## src/rtl/k423_pkg.sv

```systemverilog
// Shared types and constants for the k423 writeback stage.
package k423_pkg;

    localparam int unsigned CORE_XLEN     = 32;
    localparam int unsigned INST_RSDIDX_W = 5;
    localparam int unsigned RSD_SIZE_W    = 2;

    // Load size encodings.
    localparam logic [RSD_SIZE_W-1:0] RSD_SIZE_BYTE = 2'd0;
    localparam logic [RSD_SIZE_W-1:0] RSD_SIZE_HALF = 2'd1;
    localparam logic [RSD_SIZE_W-1:0] RSD_SIZE_WORD = 2'd2;

    typedef enum logic [1:0] {
        StEmpty = 2'd0,
        StWait  = 2'd1,
        StDone  = 2'd2
    } wb_state_e;

    // One retiring instruction held by WB.
    typedef struct packed {
        logic                     rd_vld;
        logic [INST_RSDIDX_W-1:0] rd_idx;
        logic [CORE_XLEN-1:0]     data;
        logic                     load;
        logic [RSD_SIZE_W-1:0]    size;
        logic                     uns;
        logic [1:0]               addr_lo;
    } wb_entry_t;

endpackage

```

## src/rtl/k423_wb_load_align.sv

```systemverilog
// Extracts the addressed byte/half from a load response word and extends it.
module k423_wb_load_align
    import k423_pkg::*;
#(
    parameter int unsigned XLEN = CORE_XLEN
) (
    input  logic [XLEN-1:0]       raw,
    input  logic [RSD_SIZE_W-1:0] size,
    input  logic                  uns,
    input  logic [1:0]            addr_lo,
    output logic [XLEN-1:0]       data
);

    logic [7:0]  byte_sel;
    logic [15:0] half_sel;

    // Lane select, then sign/zero extension by size.
    always_comb begin
        byte_sel = raw[{addr_lo, 3'b000} +: 8];
        // addr_lo[0] is ignored for halves; misaligned halves never reach WB.
        half_sel = raw[{addr_lo[1], 4'b0000} +: 16];
        data     = raw;
        case (size)
            RSD_SIZE_BYTE: data = {{(XLEN-8){~uns & byte_sel[7]}}, byte_sel};
            RSD_SIZE_HALF: data = {{(XLEN-16){~uns & half_sel[15]}}, half_sel};
            default:       data = raw;
        endcase
    end

endmodule

```

## src/rtl/k423_wb_stage.sv

```systemverilog
// k423 writeback stage: holds one retiring instruction, waits for load data,
// drives the register-file write / forward ports and counts retirements.
module k423_wb_stage
    import k423_pkg::*;
#(
    parameter int unsigned XLEN  = CORE_XLEN,
    parameter int unsigned IDX_W = INST_RSDIDX_W
) (
    input  logic                  clk_i,
    input  logic                  rst_i,
    input  logic                  mem_vld_i,
    output logic                  mem_rdy_o,
    input  logic                  mem_rd_vld_i,
    input  logic [IDX_W-1:0]      mem_rd_idx_i,
    input  logic [XLEN-1:0]       mem_rd_data_i,
    input  logic                  mem_load_i,
    input  logic [RSD_SIZE_W-1:0] mem_load_size_i,
    input  logic                  mem_load_uns_i,
    input  logic [1:0]            mem_addr_lo_i,
    input  logic                  dmem_rsp_vld_i,
    input  logic [XLEN-1:0]       dmem_rsp_data_i,
    output logic                  wb_rd_vld_o,
    output logic [IDX_W-1:0]      wb_rd_idx_o,
    output logic [XLEN-1:0]       wb_rd_data_o,
    output logic                  wb_fwd_rd_vld_o,
    output logic [IDX_W-1:0]      wb_fwd_rd_idx_o,
    output logic [XLEN-1:0]       wb_fwd_rd_data_o,
    output logic                  wb_ld_pend_o,
    output logic [IDX_W-1:0]      wb_ld_pend_idx_o,
    output logic [63:0]           wb_instret_o
);

    wb_state_e   state_q;
    wb_entry_t   entry_q;
    logic [63:0] instret_q;
    logic [XLEN-1:0] ld_data;
    logic        accept;
    logic        rd_writes;

    // Response is aligned using the size/offset captured with the load.
    k423_wb_load_align #(
        .XLEN (XLEN)
    ) u_align (
        .raw     (dmem_rsp_data_i),
        .size    (entry_q.size),
        .uns     (entry_q.uns),
        .addr_lo (entry_q.addr_lo),
        .data    (ld_data)
    );

    // Ready is a pure state decode so MEM never sees a combinational loop.
    always_comb begin
        mem_rdy_o = (state_q != StWait);
        accept    = mem_vld_i & mem_rdy_o;
        rd_writes = entry_q.rd_vld & (entry_q.rd_idx != '0);
    end

    // FSM, entry register and retirement counter.
    always_ff @(posedge clk_i) begin
        if (rst_i) begin
            state_q   <= StEmpty;
            entry_q   <= '0;
            instret_q <= '0;
        end else begin
            if (state_q == StDone) begin
                instret_q <= instret_q + 64'd1;
            end
            unique case (state_q)
                StEmpty, StDone: begin
                    if (accept) begin
                        entry_q.rd_vld  <= mem_rd_vld_i;
                        entry_q.rd_idx  <= mem_rd_idx_i;
                        entry_q.data    <= mem_rd_data_i;
                        entry_q.load    <= mem_load_i;
                        entry_q.size    <= mem_load_size_i;
                        entry_q.uns     <= mem_load_uns_i;
                        entry_q.addr_lo <= mem_addr_lo_i;
                        state_q         <= mem_load_i ? StWait : StDone;
                    end else begin
                        state_q <= StEmpty;
                    end
                end
                StWait: begin
                    if (dmem_rsp_vld_i) begin
                        entry_q.data <= ld_data;
                        state_q      <= StDone;
                    end
                end
                default: state_q <= StEmpty;
            endcase
        end
    end

    // Output decodes from registered state only.
    always_comb begin
        wb_rd_vld_o      = (state_q == StDone) & rd_writes;
        wb_rd_idx_o      = entry_q.rd_idx;
        wb_rd_data_o     = entry_q.data;
        wb_fwd_rd_vld_o  = wb_rd_vld_o;
        wb_fwd_rd_idx_o  = wb_rd_idx_o;
        wb_fwd_rd_data_o = wb_rd_data_o;
        wb_ld_pend_o     = (state_q == StWait) & rd_writes;
        wb_ld_pend_idx_o = entry_q.rd_idx;
        wb_instret_o     = instret_q;
    end

endmodule

```

## config.mk

```make
export PLATFORM = sky130hd
export DESIGN_NAME = k423_wb_stage
export DESIGN_NICKNAME = d
export VERILOG_FILES = /design/src/rtl/k423_pkg.sv /design/src/rtl/k423_wb_load_align.sv /design/src/rtl/k423_wb_stage.sv
export SDC_FILE = /design/constraint.sdc
export NUM_CORES = 1
export LEC_CHECK = 0
export CAP_MARGIN = 10
export CORE_MARGIN = 2
export CORE_UTILIZATION = 48
export DETAILED_ROUTE_END_ITERATION = 12
export PLACE_DENSITY = 0.89
export SLEW_MARGIN = 20
export SYNTH_ARGS = -nofsm -noshare
export SYNTH_HDL_FRONTEND = slang
export SYNTH_SLANG_ARGS = --single-unit
export TNS_END_PERCENT = 5
```

## constraint.sdc

```tcl
create_clock -name clk_i -period 6.3 [get_ports clk_i]
set_clock_uncertainty 0.05 [all_clocks]
set_input_delay 1.89 -clock clk_i [delete_from_list [all_inputs] [get_ports clk_i]]
set_output_delay 1.89 -clock clk_i [all_outputs]
set_load 0.03 [all_outputs]
```

==> impl_metrics.sql, run 1 <==
INSERT INTO impl_metrics (metric_group, metric, value, unit) VALUES
('floorplan', 'initial_core_util', '48.85', '%'),
('synthesis', 'yosys_warning_count', '0', ''),
('clocking', 'cts-root-buf', 'sky130_fd_sc_hd__clkbuf_16', ''),
('clocking', 'clock_tree.buffer_depth', '2', ''),
('floorplan', 'die_h', '114.3', 'µm'),
('floorplan', 'floorplan.rows', '40', ''),
('synthesis', 'synth.net_count', '794', ''),
('sta', 'max-slew-margin-rel', '25.17', '%'),
('synthesis', 'synth_area_per_cell', '8.195', 'µm²'),
('finish', 'fillers', '970', ''),
('sta', 'unrepaired_setup_endpoints_after_global_routing', 'no', ''),
('global_routing', 'initial_antenna_violation_count', '0', ''),
('worst_setup_path', 'maximum_fanout_encountered_on_the_critical_timing_path', '13', ''),
('synthesis', 'synth_most_common_cell', 'sky130_fd_sc_hd__dfxtp_1', ''),
('synthesis', 'synth_common_cells', 'sky130_fd_sc_hd__dfxtp_1 (109), sky130_fd_sc_hd__buf_4 (80), sky130_fd_sc_hd__nor2_1 (80), sky130_fd_sc_hd__a21oi_1 (56), sky130_fd_sc_hd__nand2_1 (51)', ''),
('clocking', 'cts_max_level', '3', ''),
('synthesis', 'synth_edf_count', '0', ''),
('clocking', 'cts.repair_timing.setup_buffer_count', '0', ''),
('synthesis', 'netlist-cell-type-count', '48', ''),
('clocking', 'cts.sinks', '109', ''),
('sta', 'worst_pin_slew', '1.118', 'ns'),
('min_path', 'worst_hold_path_type', 'flop to flop', ''),
('clocking', 'cts.clk_slew.worst_paths', '0.07', 'ns'),
('synthesis', 'netlist_top_cells_area', 'sky130_fd_sc_hd__dfxtp_1 (37%), sky130_fd_sc_hd__buf_4 (10%), sky130_fd_sc_hd__nor2_1 (5.1%)', ''),
('drt', 'remaining_drc_errors', '0', ''),
('sta', 'fmaxAchievable', '0.2306', 'GHz'),
('finish', 'antenna_cells_inserted', '0', ''),
('floorplan', 'core-area', '0.01196', 'mm²'),
('synthesis', 'synth_top_cell_area_share', '37.34', '%'),
('synthesis', 'synth_flop_cell', 'sky130_fd_sc_hd__dfxtp_1', ''),
('drt', 'detailroute.via_count', '5811', ''),
('clocking', 'holdBufCountCts', '0', ''),
('clocking', 'post_cts_resized', '0', ''),
('drt', 'routed_via_density', '5.876', ''),
('worst_setup_path', 'criticalPathCategory', 'flop to output pin', ''),
('power', 'power_per_cell_area', '211.1', 'mW/mm²'),
('clocking', 'skew_pair_late_insertion_delay', '0.35', 'ns'),
('finish', 'area_growth_from_synthesis_to_layout', '35.03', '%'),
('place', 'hpwl', '12960', 'µm'),
('floorplan', 'floorplan.die_area', '0.01307', 'mm²'),
('power', 'peakVddDrop', '0.1304', 'mV'),
('worst_setup_path', 'required', '4.36', 'ns'),
('synthesis', 'syn_inst', '713', ''),
('sta', 'finalSetupViolations', '0', ''),
('floorplan', 'die_w', '114.3', 'µm'),
('sta', 'finalSetupTns', '0', 'ns'),
('worst_setup_path', 'cp_data_arrival_time', '2.40', 'ns'),
('synthesis', 'sequential_fraction_of_the_synthesis_area', '37.34', '%'),
('drt', 'drt_first_iter_violations', '714', ''),
('sta', 'period_minus_slack', '4.337', 'ns'),
('finish', 'layout.cell_area.non_filler', '0.007890', 'mm²'),
('worst_setup_path', 'critPathCaptureType', 'output pin', ''),
('synthesis', 'post_synth_instance_area', '0.005843', 'mm²'),
('global_routing', 'grt_start_max_net_pins', '72', ''),
('synthesis', 'synthDominantAreaCellType', 'sky130_fd_sc_hd__dfxtp_1', ''),
('drt', 'detail_route.wl_per_cell', '18.23', 'µm'),
('sta', 'maxSlewViolCount', '0', ''),
('status', 'outcome', 'completed', ''),
('worst_setup_path', 'r2r_setup_slack', '3.30', 'ns'),
('synthesis', 'yosys_register_bits', '109', ''),
('drt', 'drtPass1Iterations', '6', ''),
('global_routing', 'grt_overflow_total', '0', ''),
('finish', 'final_net_count', '918', ''),
('place', 'dpl-instance-area', '0.007580', 'mm²'),
('drt', 'route.final.wire_length', '18030', 'µm'),
('drt', 'final_antenna_net_count', '0', ''),
('power', 'p_leak', '2.618', 'nW'),
('sta', 'hold_slack', '0.4041', 'ns'),
('clocking', 'tritoncts', 'built', ''),
('place', 'weighted_congestion_reported_at_the_end_of_routability_driven_placement', '0.8855', ''),
('global_routing', 'grt_pass1_wl', '27480', 'µm');
==> through the flow <==
| stage | power [mW] | util [%] | cells | setup slack, ns |
|---|---|---|---|---|
| final | 1.666 | 65.96 | 989 | 1.963 |
| after global routing | 1.724 | 65.96 | 989 | 1.786 |
| after CTS | 1.671 | 65.91 | 989 | 1.852 |
| after detailed placement | 1.091 | 63.37 | 973 | 1.926 |
| after global placement | 1.087 | 63.37 | 973 | 1.979 |
| after floorplan | 0.9811 | - | 713 | 2.822 |
==> cells by family (layout without fill, tap and decap cells) <==
logic type | count (synthesis) | count (layout) | synth area share (%)
AOI/OAI and AO/OA | 153 | 153 | 17.05
and+or+nand+nor | 273 | 273 | 24.11
DFF | 109 | 109 | 37.34
adders and majority gates | 1 | 1 | 0.2141
buffers and inverters | 129 | 258 | 13.49
xor gates and xnor gates | 32 | 32 | 4.797
muxes | 16 | 16 | 2.998
==> area by class of cell <==
class                   count  area (µm²)  area share [%]
repair buffers            230        2290           29.02
multi-input cells         475        2885           36.57
well taps                 147       183.9           2.331
clock inverters             3       43.79          0.5550
clock buffers              13       260.3           3.298
flip-flops and latches    109        2182           27.66
inverters                  12       45.04          0.5709
==> critical path, cell delays in order (launching register included) <==
cell and delay (ns):
sky130_fd_sc_hd__dfxtp_1 0.44, sky130_fd_sc_hd__nor2b_1 0.36, sky130_fd_sc_hd__inv_1 0.37, sky130_fd_sc_hd__nor2_1 0.19, sky130_fd_sc_hd__clkdlybuf4s50_1 0.68
==> registers in the layout, indices dropped and copies added (netlist names) <==
name	flops
entry_q	6
state_q	2
wb_instret_o	64
wb_fwd_rd_idx_o	5
wb_fwd_rd_data_o	32
==> per-layer routing <==
layer  part of all wire, %  vias up  global-route usage [%]
met2                    48      331                   44.37
met1                    39     2685                   32.37
met3                   8.9       59                   5.558
li1                      -     2736                       -
met5                     0        -                       0
met4                   4.2        0                   12.60
==> report_power, final <==
group | leakage [nW] | total, mW | switching (mW) | internal, mW
Clock | 0.150 | 0.587 | 0.256 | 0.331
Sequential | 0.887 | 0.740 | 0.0276 | 0.712
Combinational | 1.58 | 0.339 | 0.187 | 0.153
Total | 2.62 | 1.67 | 0.470 | 1.20
==> cells in the final DEF, fill, tap and decap left out, types with 3 or more instances in the layout <==
cell type / n
sky130_fd_sc_hd__clkdlybuf4s50_1: 225
sky130_fd_sc_hd__dfxtp_1: 109
sky130_fd_sc_hd__nor2_1: 80
sky130_fd_sc_hd__a21oi_1: 56
sky130_fd_sc_hd__nand2_1: 51
sky130_fd_sc_hd__nand4_1: 31
sky130_fd_sc_hd__o21ai_0: 21
sky130_fd_sc_hd__xor2_1: 19
sky130_fd_sc_hd__nand3_1: 17
sky130_fd_sc_hd__a22oi_1: 17
sky130_fd_sc_hd__or3_1: 16
sky130_fd_sc_hd__a211oi_1: 16
sky130_fd_sc_hd__nor3_1: 14
sky130_fd_sc_hd__xnor2_1: 13
sky130_fd_sc_hd__inv_1: 12
sky130_fd_sc_hd__mux2_2: 12
sky130_fd_sc_hd__or4_1: 10
sky130_fd_sc_hd__nor4_1: 10
sky130_fd_sc_hd__nor2b_1: 10
sky130_fd_sc_hd__clkbuf_16: 9
sky130_fd_sc_hd__and4_1: 8
sky130_fd_sc_hd__o21a_1: 8
sky130_fd_sc_hd__and3_1: 7
sky130_fd_sc_hd__o31ai_1: 7
sky130_fd_sc_hd__a32oi_1: 7
sky130_fd_sc_hd__o32ai_1: 7
sky130_fd_sc_hd__a222oi_1: 7
sky130_fd_sc_hd__buf_4: 5
sky130_fd_sc_hd__and2_1: 4
sky130_fd_sc_hd__mux2i_1: 4
sky130_fd_sc_hd__a31o_2: 3
==> final timing paths <==
kind,end,cells past startpoint
max,wb_ld_pend_o,4
min,entry_q[43],2
min reg2reg,entry_q[43],2
max reg2reg,wb_instret_o[58],5
Power figures use the tool's default switching activity.
==> run 2, diff against run 1 <==
- CORE_UTILIZATION: 48 -> 40
- PLACE_DENSITY: 0.89 -> 0.79
- clock period: 6.3 -> 3.79 ns (I/O delays scaled with it)
==> run 2 against run 1 <==
Via count down 1.7%. Clock power up 61%. Power up 65%. Global-route usage down 4.3 points. Worst hold slack better by 0.0055 ns. Final cell count up 4.7%. First-iteration DRC count down 48%. Critical path type unchanged. Largest power group unchanged. Highest routed layer unchanged.
==> impl_metrics.sql, run 2 (synthesis results as in run 1) <==
INSERT INTO impl_metrics (metric_group, metric, value, unit) VALUES
('status', 'outcome', 'completed', ''),
('worst_setup_path', 'worst_path_largest_cell_delay', '0.61', 'ns'),
('worst_setup_path', 'cp_data_arrival_time', '2.27', 'ns'),
('global_routing', 'grt_overflow_total', '0', ''),
('finish', 'drive_gt1_share', '6.110', '%'),
('floorplan', 'die_w', '124.9', 'µm'),
('power', 'peakVddDrop', '0.1954', 'mV'),
('global_routing', 'grt_start_max_net_pins', '56', ''),
('worst_setup_path', 'maximum_fanout_encountered_on_the_critical_timing_path', '12', ''),
('clocking', 'skew_pair_late_insertion_delay', '0.35', 'ns'),
('sta', 'finalSetupViolations', '0', ''),
('clocking', 'cts.sinks', '109', ''),
('sta', 'finalSetupTns', '0', 'ns'),
('sta', 'period_minus_slack', '3.459', 'ns'),
('floorplan', 'floorplan.die_area', '0.01559', 'mm²'),
('global_routing', 'grt_pass1_vias', '5216', ''),
('clocking', 'post_cts_resized', '0', ''),
('finish', 'layout_commonest_cell', 'sky130_fd_sc_hd__clkdlybuf4s50_1', ''),
('sta', 'timing_hold_violations_final', '0', ''),
('place', 'placed_cells', '1020', ''),
('drt', 'remaining_drc_errors', '0', ''),
('global_routing', 'grt_pass1_wl', '27980', 'µm'),
('finish', 'final_util', '55.40', '%'),
('sta', 'worst_pin_slew', '1.007', 'ns'),
('finish', 'layout_common_cells', 'sky130_fd_sc_hd__clkdlybuf4s50_1 (225), sky130_fd_sc_hd__dfxtp_1 (109), sky130_fd_sc_hd__nor2_1 (80), sky130_fd_sc_hd__a21oi_1 (56), sky130_fd_sc_hd__nand2_1 (51)', ''),
('worst_setup_path', 'timing.critical_path.cells', 'nor2b_1 -> inv_1 -> buf_4 -> clkdlybuf4s50_1', ''),
('clocking', 'clock_tree.buffer_depth', '2', ''),
('drt', 'routed_via_density', '5.517', ''),
('global_routing', 'gr-usage-all-layers', '22.18', '%'),
('worst_setup_path', 'critPathCaptureType', 'output pin', ''),
('drt', 'route.final.wire_length', '18080', 'µm'),
('floorplan', 'io-pin-count', '227', ''),
('sta', 'maxSlewViolCount', '0', ''),
('place', 'hpwl', '13440', 'µm'),
('drt', 'drt_first_iter_violations', '370', ''),
('place', 'weighted_congestion_reported_at_the_end_of_routability_driven_placement', '0.9025', ''),
('clocking', 'cts.clk_slew.worst_paths', '0.07', 'ns'),
('finish', 'antenna_cells_inserted', '0', ''),
('power', 'power_per_cell_area', '344.0', 'mW/mm²'),
('clocking', 'cts.repair_timing.setup_buffer_count', '0', ''),
('sta', 'max-slew-margin-rel', '32.22', '%'),
('clocking', 'cts-buffers-inserted', '9', ''),
('floorplan', 'core-area', '0.01442', 'mm²'),
('drt', 'detailroute.via_count', '5710', ''),
('finish', 'final_cells', '1035', ''),
('worst_setup_path', 'r2r_setup_slack', '1.25', 'ns'),
('drt', 'final_antenna_net_count', '0', ''),
('clocking', 'tritoncts', 'built', ''),
('clocking', 'cts_max_level', '3', ''),
('floorplan', 'die_h', '124.9', 'µm'),
('clocking', 'holdBufCountCts', '0', ''),
('drt', 'drtPass1Iterations', '5', ''),
('floorplan', 'floorplan.rows', '44', ''),
('finish', 'multiInputGateArea', '0.002879', 'mm²'),
('finish', 'register_area', '0.002182', 'mm²'),
('sta', 'fmaxAchievable', '0.2891', 'GHz'),
('place', 'number_of_buffer_cells_added_on_primary_ports', '226', ''),
('sta', 'final.period_utilization', '91.26', '%'),
('worst_setup_path', 'criticalPathCategory', 'flop to output pin', ''),
('floorplan', 'initial_core_util', '40.51', '%'),
('finish', 'max_ffs_per_register', '64', ''),
('sta', 'unrepaired_setup_endpoints_after_global_routing', 'no', ''),
('finish', 'final_net_count', '928', ''),
('worst_setup_path', 'critical-path-top-delay-family', 'buffers and inverters', ''),
('clocking', 'cts-root-buf', 'sky130_fd_sc_hd__clkbuf_16', ''),
('worst_setup_path', 'required', '2.60', 'ns'),
('global_routing', 'initial_antenna_violation_count', '0', ''),
('worst_setup_path', 'worst_path_max_delay_cell', 'sky130_fd_sc_hd__clkdlybuf4s50_1', ''),
('worst_setup_path', 'critical_path_buf_inv_count', '3', ''),
('finish', 'fillers', '1356', ''),
('worst_setup_path', 'setup.worst_path.start_class', 'flop', ''),
('run', 'max_cap_viol_count', '0', ''),
('power', 'p_leak', '2.654', 'nW'),
('min_path', 'worst_hold_path_type', 'flop to flop', ''),
('drt', 'detail_route.wl_per_cell', '17.47', 'µm'),
('finish', 'area_growth_from_synthesis_to_layout', '36.75', '%'),
('sta', 'hold_slack', '0.4096', 'ns');
run 2: cell count changes in the layout (fill, tap and decap cells not counted):
cell                         delta
sky130_fd_sc_hd__buf_4         +10
sky130_fd_sc_hd__clkbuf_1       -2
sky130_fd_sc_hd__clkbuf_8       -2
sky130_fd_sc_hd__clkinv_2       +1
sky130_fd_sc_hd__clkinv_4       -1
sky130_fd_sc_hd__clkinvlp_4     +2
sky130_fd_sc_hd__inv_6          +1
sky130_fd_sc_hd__nor4_1         +1
sky130_fd_sc_hd__nor4_2         -1
run 2: worst paths after layout:
path                                       start                to  cells after the start
worst max register to register  wb_instret_o[12]  wb_instret_o[45]                      5
worst max-delay path                  state_q[0]         mem_rdy_o                      4
worst min-delay path                 entry_q[43]       entry_q[43]                      2
worst min register to register       entry_q[43]       entry_q[43]                      2
run 2: layout make-up:
| cell class | count | share of cell area (%) |
|---|---|---|
| tap | 184 | 2.881 |
| timing repair buffer | 240 | 29.60 |
| clock inverter | 6 | 0.7986 |
| clock buffer | 9 | 2.819 |
| multi-input combinational | 475 | 36.03 |
| inverter | 12 | 0.5637 |
| sequential | 109 | 27.31 |
run 2: tightest hold or removal path, stage by stage (launching register included):
cell and delay, ns:
sky130_fd_sc_hd__dfxtp_1 0.31, sky130_fd_sc_hd__nand2_1 0.05, sky130_fd_sc_hd__a21oi_1 0.05
run 2: per-layer routing:
metal  up-vias  share of wire (%)  wire length [µm]  global-route usage (%)
li1       2774                  -                 -                       -
met1      2652                 41              7423                   27.59
met2       255                 48              8643                   37.42
met3        29                8.3              1499                   4.811
met4         0                2.9               518                   8.758
met5         -                  0                 0                       0
run 2: where the power goes:
| group | switching, mW | total [mW] | internal, mW |
|---|---|---|---|
| Sequential | 0.0458 | 1.23 | 1.18 |
| Combinational | 0.310 | 0.570 | 0.260 |
| Clock | 0.439 | 0.948 | 0.509 |
run 2: through the flow:
stage	worst slack (ns)	area, µm²	power, mW
3_5_place_dp	0.6878	7701	1.825
5_1_grt	0.2257	7990	2.858
3_3_place_gp	0.7038	7701	1.823
2_1_floorplan	1.065	5843	1.631
4_1_cts	0.2943	7990	2.769
6_report	0.3312	7990	2.748
